**src/rtl/spell_mem_arbiter.sv**
```systemverilog
`timescale 1ns/1ps
// spell_mem_arbiter: two-requester arbiter for the single-slave memory-mapped
// IO bus. m0 is the CPU core, m1 is the debug/host port. Each access goes
// IDLE -> ACCESS -> DONE, so at least two select-low cycles separate
// transactions and edge-qualified slaves see each write exactly once.
// A hung access is forced to finish after TIMEOUT cycles in ACCESS.
module spell_mem_arbiter #(
  parameter bit ROUND_ROBIN = 1'b1,
  parameter int TIMEOUT     = 8
) (
  input  logic       clk,
  input  logic       rst_n,
  input  logic       m0_select,
  input  logic [7:0] m0_addr,
  input  logic [7:0] m0_data_in,
  input  logic       m0_write,
  output logic [7:0] m0_data_out,
  output logic       m0_data_ready,
  input  logic       m1_select,
  input  logic [7:0] m1_addr,
  input  logic [7:0] m1_data_in,
  input  logic       m1_write,
  output logic [7:0] m1_data_out,
  output logic       m1_data_ready,
  output logic       s_select,
  output logic [7:0] s_addr,
  output logic [7:0] s_data_in,
  output logic       s_write,
  input  logic [7:0] s_data_out,
  input  logic       s_data_ready,
  output logic       timeout_err
);

  typedef enum logic [1:0] {
    IDLE   = 2'd0,
    ACCESS = 2'd1,
    DONE   = 2'd2
  } state_t;

  // Last counter value reached in ACCESS before the access is forced to end.
  localparam logic [7:0] TIMEOUT_LAST = 8'(TIMEOUT - 1);

  state_t     state, state_nxt;
  logic       last_grant, last_grant_nxt;
  logic       grant, grant_nxt;
  logic [7:0] cnt, cnt_nxt;

  logic       s_select_nxt, s_write_nxt;
  logic [7:0] s_addr_nxt, s_data_in_nxt;
  logic [7:0] m0_data_out_nxt, m1_data_out_nxt;
  logic       m0_data_ready_nxt, m1_data_ready_nxt, timeout_err_nxt;

  logic       any_req, pick, timeout_hit, complete;
  logic [7:0] complete_data;

  // Choose which requester would win if arbitration happened this cycle.
  always_comb begin
    any_req = m0_select | m1_select;
    if (m0_select && m1_select) begin
      pick = ROUND_ROBIN ? ~last_grant : 1'b0;
    end else begin
      pick = m1_select;
    end
  end

  // Decide whether the current access ends and what read data it returns;
  // a ready in the threshold cycle counts as a normal completion.
  always_comb begin
    timeout_hit = (cnt == TIMEOUT_LAST);
    complete    = (state == ACCESS) && (s_data_ready || timeout_hit);
    if (s_write) begin
      complete_data = 8'h00;
    end else if (s_data_ready) begin
      complete_data = s_data_out;
    end else begin
      complete_data = 8'hff;
    end
  end

  // State register plus every registered output, cleared by synchronous reset.
  always_ff @(posedge clk) begin
    if (!rst_n) begin
      state         <= IDLE;
      last_grant    <= 1'b1;
      grant         <= 1'b0;
      cnt           <= 8'd0;
      s_select      <= 1'b0;
      s_addr        <= 8'd0;
      s_data_in     <= 8'd0;
      s_write       <= 1'b0;
      m0_data_out   <= 8'd0;
      m1_data_out   <= 8'd0;
      m0_data_ready <= 1'b0;
      m1_data_ready <= 1'b0;
      timeout_err   <= 1'b0;
    end else begin
      state         <= state_nxt;
      last_grant    <= last_grant_nxt;
      grant         <= grant_nxt;
      cnt           <= cnt_nxt;
      s_select      <= s_select_nxt;
      s_addr        <= s_addr_nxt;
      s_data_in     <= s_data_in_nxt;
      s_write       <= s_write_nxt;
      m0_data_out   <= m0_data_out_nxt;
      m1_data_out   <= m1_data_out_nxt;
      m0_data_ready <= m0_data_ready_nxt;
      m1_data_ready <= m1_data_ready_nxt;
      timeout_err   <= timeout_err_nxt;
    end
  end

  // Next-state logic: DONE always lasts one cycle and never arbitrates.
  always_comb begin
    state_nxt = state;
    case (state)
      IDLE:    if (any_req) state_nxt = ACCESS;
      ACCESS:  if (complete) state_nxt = DONE;
      DONE:    state_nxt = IDLE;
      default: state_nxt = IDLE;
    endcase
  end

  // Next values of the registered outputs; completion pulses default low.
  always_comb begin
    last_grant_nxt    = last_grant;
    grant_nxt         = grant;
    cnt_nxt           = cnt;
    s_select_nxt      = s_select;
    s_addr_nxt        = s_addr;
    s_data_in_nxt     = s_data_in;
    s_write_nxt       = s_write;
    m0_data_out_nxt   = m0_data_out;
    m1_data_out_nxt   = m1_data_out;
    m0_data_ready_nxt = 1'b0;
    m1_data_ready_nxt = 1'b0;
    timeout_err_nxt   = 1'b0;
    case (state)
      IDLE: begin
        if (any_req) begin
          s_addr_nxt     = pick ? m1_addr : m0_addr;
          s_data_in_nxt  = pick ? m1_data_in : m0_data_in;
          s_write_nxt    = pick ? m1_write : m0_write;
          s_select_nxt   = 1'b1;
          last_grant_nxt = pick;
          grant_nxt      = pick;
          cnt_nxt        = 8'd0;
        end
      end
      ACCESS: begin
        if (complete) begin
          s_select_nxt    = 1'b0;
          s_write_nxt     = 1'b0;
          timeout_err_nxt = ~s_data_ready;
          if (grant) begin
            m1_data_out_nxt   = complete_data;
            m1_data_ready_nxt = 1'b1;
          end else begin
            m0_data_out_nxt   = complete_data;
            m0_data_ready_nxt = 1'b1;
          end
        end else begin
          cnt_nxt = cnt + 8'd1;
        end
      end
      default: begin
      end
    endcase
  end

endmodule

```
**config.mk**
```make
export PLATFORM = sky130hd
export DESIGN_NAME = spell_mem_arbiter
export DESIGN_NICKNAME = d
export VERILOG_FILES = /design/src/rtl/spell_mem_arbiter.sv
export SDC_FILE = /design/constraint.sdc
export NUM_CORES = 1
export LEC_CHECK = 0
export ABC_CLOCK_PERIOD_IN_PS = 3380
export BUFFER_PORTS_ARGS = -buffer_cell sky130_fd_sc_hd__buf_2
export CORE_MARGIN = 4
export CORE_UTILIZATION = 52
export CTS_CLUSTER_SIZE = 8
export DETAILED_ROUTE_END_ITERATION = 8
export PLACE_DENSITY = 0.85
export SYNTH_ARGS = -nofsm -noshare
export SYNTH_HDL_FRONTEND = slang
export SYNTH_SLANG_ARGS = --single-unit
```
**constraint.sdc**
```tcl
create_clock -name clk -period 3.38 [get_ports clk]
set_input_delay 0.507 -clock clk [delete_from_list [all_inputs] [get_ports clk]]
set_output_delay 0.507 -clock clk [all_outputs]
set_load 0.02 [all_outputs]
```
Yosys cells after proc, flatten, opt, wreduce, memory -nomap -nowiden --
Cells that the tools add are included.
Word-level totals: register bits 49, input port bits 47, output and inout port bits 37, logic and storage cells 54
Cells by class: add/subtract/negate cells 1, equal/unequal tests 5, multiplexer cells 19, bitwise operators 4, reduce and logical (&&, ||, !) cells 12
Operator list (count):
- 2-to-1 mux 8 bit | 6
- case mux 8 bit (2 select lines) | 1
- AND reduction 3 bit | 5
- adder 8 x 1 -> 8 bit, second input constant | 1
- equality test 8 x 3 -> 1 bit, second input constant | 1
- 2-to-1 mux 1 bit | 7
- inequality test 2 bit, second input constant | 3
- 2-to-1 mux 2 bit | 2
- case mux 1 bit (2 select lines) | 2
- case mux 2 bit (2 select lines) | 1
- AND reduction 2 bit | 2
- NOT 1 bit | 3
- equality test 2 x 1 -> 1 bit, second input constant | 1
- logical AND 1 bit | 2
- logical NOT 2 bit | 1
- nonzero test 2 bit | 1
- logical OR 1 bit | 1
- OR 1 bit | 1

Logic depth before layout (Yosys ltp) --
word-level depth 5, gate-level depth with buffers 6, gate-level depth less buffers 5

Worst setup path after synthesis --
Ideal clock, no wire load.
path type flip-flop to flip-flop, start reg cnt[0], end reg cnt[7], setup time 0.070 ns, arrival time 1.800 ns, data required time 3.310 ns, path slack 1.510 ns, stages on the path, launching flop included 7, path buffers 1, period minus slack after synthesis 1.870 ns, path through dfxtp_1 -> ha_1 -> and3b_1 -> a211o_1 -> buf_6 -> or4_1 -> a21oi_1
On the way: cells in the longest elaborated chain, start to end 5, elaborated cells on any way between the ends 8, classes of those cells add/sub: 1; eq/ne: 2; mux: 2; reduce/logical: 3
Ends and longest elaborated chain:
- from (decl) | RTL line 46 | logic [7:0] cnt, cnt_nxt;
- from (signal assigned) | RTL line 100 | cnt <= cnt_nxt;
- parallel branches: the longest is 5 deep, another holds adder 8 x 1 -> 8 bit
Several ways; the timed one is not identified. The select of a mux whose other input is x is not followed. A chain may end at the register's enable or synchronous reset.

Worst setup path after layout --
Same ends and word-level chain as after synthesis.

==> metrics.yaml <==
status: "finished clean"
crit_fanout: 11
dpl_worst_slack_ps: 1270
rsz0062_at_grt: "false"
power_w: 0.00122
synth_warnings: 0
n_fill_cell: 310
vdd_drop_max_v: 0.000412
antenna_found_initial: 0
cts_setup_buffers: 0
num_rows: 22
ys.flop_type: "dfxtp_1"
cts_resized: 0
via_per_inst: 5.28
vias: 1906
critPathRequiredTime_ps: 3600
dieArea_sq_um: 5180
synth_area_sq_um: 2130
grtUsageTotal: 0.187
tns_ps: 0
cts_tree: "yes"
die_x_um: 72.0
grt_max_degree: 37
fin_nets: 361
pin_count: 84
core_area_sq_um: 3800
layout_setup_ws_ps: 1340
overflow: 0
synth_nets: 284
dp_hpwl_um: 3500
critPathKind: "reg2reg"
fp.dieH_um: 72.0
clk_pin_slew_worst_paths_ps: 80
ctsHtreeMaxLevel: 2
dr.first_iter.drc_count: 92
first_pass_iters: 4
total_leakage_power_nw: 1.31
cts_made_buffers: 5
port_buffers: 83
yosysMostFrequentCell: "dfxtp_1"
fmaxAchievable_mhz: 490
setup_violations: 0
skew_ps: 9.06
ys_seq_area_frac: 0.461
synth-edff-count: 0
slew_headroom: 0.258
synthToLayoutAreaGrowth_pct: 24.2
power.density_nw_per_um2: 462
finalHoldViolCount: 0
place_congestion: 0.766
wl_per_cell_um: 13.3
clk_path_buf_depth: 2
worstSkewPairLatency_ps: 300
wl_um: 4800
grt_pass1_vias: 1787
syn_avg_cell_area_sq_um: 9.02
async_reset_ff_frac: 0
crit_arrival_ps: 2260
worst_pin_slew_ps: 1110
clock_sinks: 49
startpoint_type: "flip-flop"
min_path_type: "reg2reg"
start_util: 0.560
synthTopCellsByArea: "dfxtp_1, mux2i_1, a211oi_1"
grt_pass1_wl_um: 7750
syn_inst: 236
n_antenna_cell: 0
antenna_left: 0
cap_violations: 0
ys_top_cells_by_count: "dfxtp_1, mux2i_1, nand2_1, nor2_1, a211oi_1"
final_max_slew_viol_count: 0
root_buffer: "clkbuf_8"
synth_top_area_cell: "dfxtp_1"
ys_ff_latch: 49
drc: 0
post-route-period-util: 0.604
yosysTopAreaCellShare: 0.461
layout_min_cycle_time_ps: 2040
cts_hold_buf: 0
cp-end-kind: "flip-flop"
layout-drive-gt1-share: 0.313
yosys.cell_types.count: 39
## cell usage in the layout (no fill, tap or decap), drive strengths merged
master   count
ha           1
o21ai        2
a21o         1
dfxtp       49
o31ai        1
a31oi        1
nor3b        1
nor2        21
or4          2
o21a         2
nor2b        1
or2          2
a211oi      17
o211a        1
a211o        1
o2111a       1
a2111oi      1
clkbuf       7
and3b        1
and3         1
inv         10
o32ai        1
a22oi        1
o41a         1
o211ai       1
or2b         1
clkinv       1
a21boi       1
mux2i       33
nand3       11
nand2       33
buf         85
o311ai       1
a21oi       16
nor4         1
nand4        2
## metal layers
metal,wire length [um],GRT usage
met5,0,0
met4,19,0.0814
met3,424,0.0568
met2,2260,0.303
met1,2100,0.229
## logic make-up (layout without fill, tap and decap cells)
| kind of cell | count (synthesis) | in the layout | share of synthesized area |
|---|---|---|---|
| compound gates | 50 | 50 | 0.163 |
| fa+ha+maj | 1 | 1 | 0.00588 |
| buf+inv | 26 | 103 | 0.0506 |
| flops | 49 | 49 | 0.461 |
| mux | 33 | 33 | 0.155 |
| simple gates | 77 | 77 | 0.165 |
## final timing paths
path | startpoint | endpoint | slack [ps] | cells past startpoint
max reg2reg | cnt[0]$_SDFFE_PN0P_ | cnt[7]$_SDFFE_PN0P_ | 1340 | 5
max | cnt[0]$_SDFFE_PN0P_ | cnt[7]$_SDFFE_PN0P_ | 1340 | 5
min | m0_data_out[3]$_SDFFE_PN0P_ | m0_data_out[3]$_SDFFE_PN0P_ | 470 | 2
min reg2reg | m0_data_out[3]$_SDFFE_PN0P_ | m0_data_out[3]$_SDFFE_PN0P_ | 470 | 2
## stage by stage
step	area, sq um	util	hold WS (ps)	std cells
floorplan	2130	-	436	236
global placement	2560	0.673	443	354
detailed placement	2560	0.673	456	354
CTS	2640	0.696	467	361
global route	2640	0.696	490	361
finish	2640	0.696	465	361
## where the power goes
group | switching (W) | leakage, nW | internal, W
sequential | 0.0000252 | 0.401 | 0.000616
combinational | 0.000148 | 0.866 | 0.0000948
clock | 0.000174 | 0.0443 | 0.000162
total | 0.000347 | 1.31 | 0.000873
## critical path: stages, from the launching register on
cell	delay [ps]
dfxtp_1	350
ha_1	270
and3b_1	220
a211o_1	440
or4_1	540
a21oi_1	150
## registers in the layout, indices dropped and copies added (netlist names), 2 cells and up
name         cells
m1_data_out      8
s_data_in        8
m0_data_out      8
cnt              8
s_addr           8
state            2
## layout make-up
type	count	area [sq um]	share of cell area
Inverter	11	41.3	0.0156
Clock buffer	7	86.3	0.0327
Multi-Input combinational cell	161	1040	0.395
Sequential cell	49	981	0.371
Tap cell	48	60.1	0.0227
Timing Repair Buffer	85	430	0.163
No activity file was read; power rests on OpenSTA's default activity.
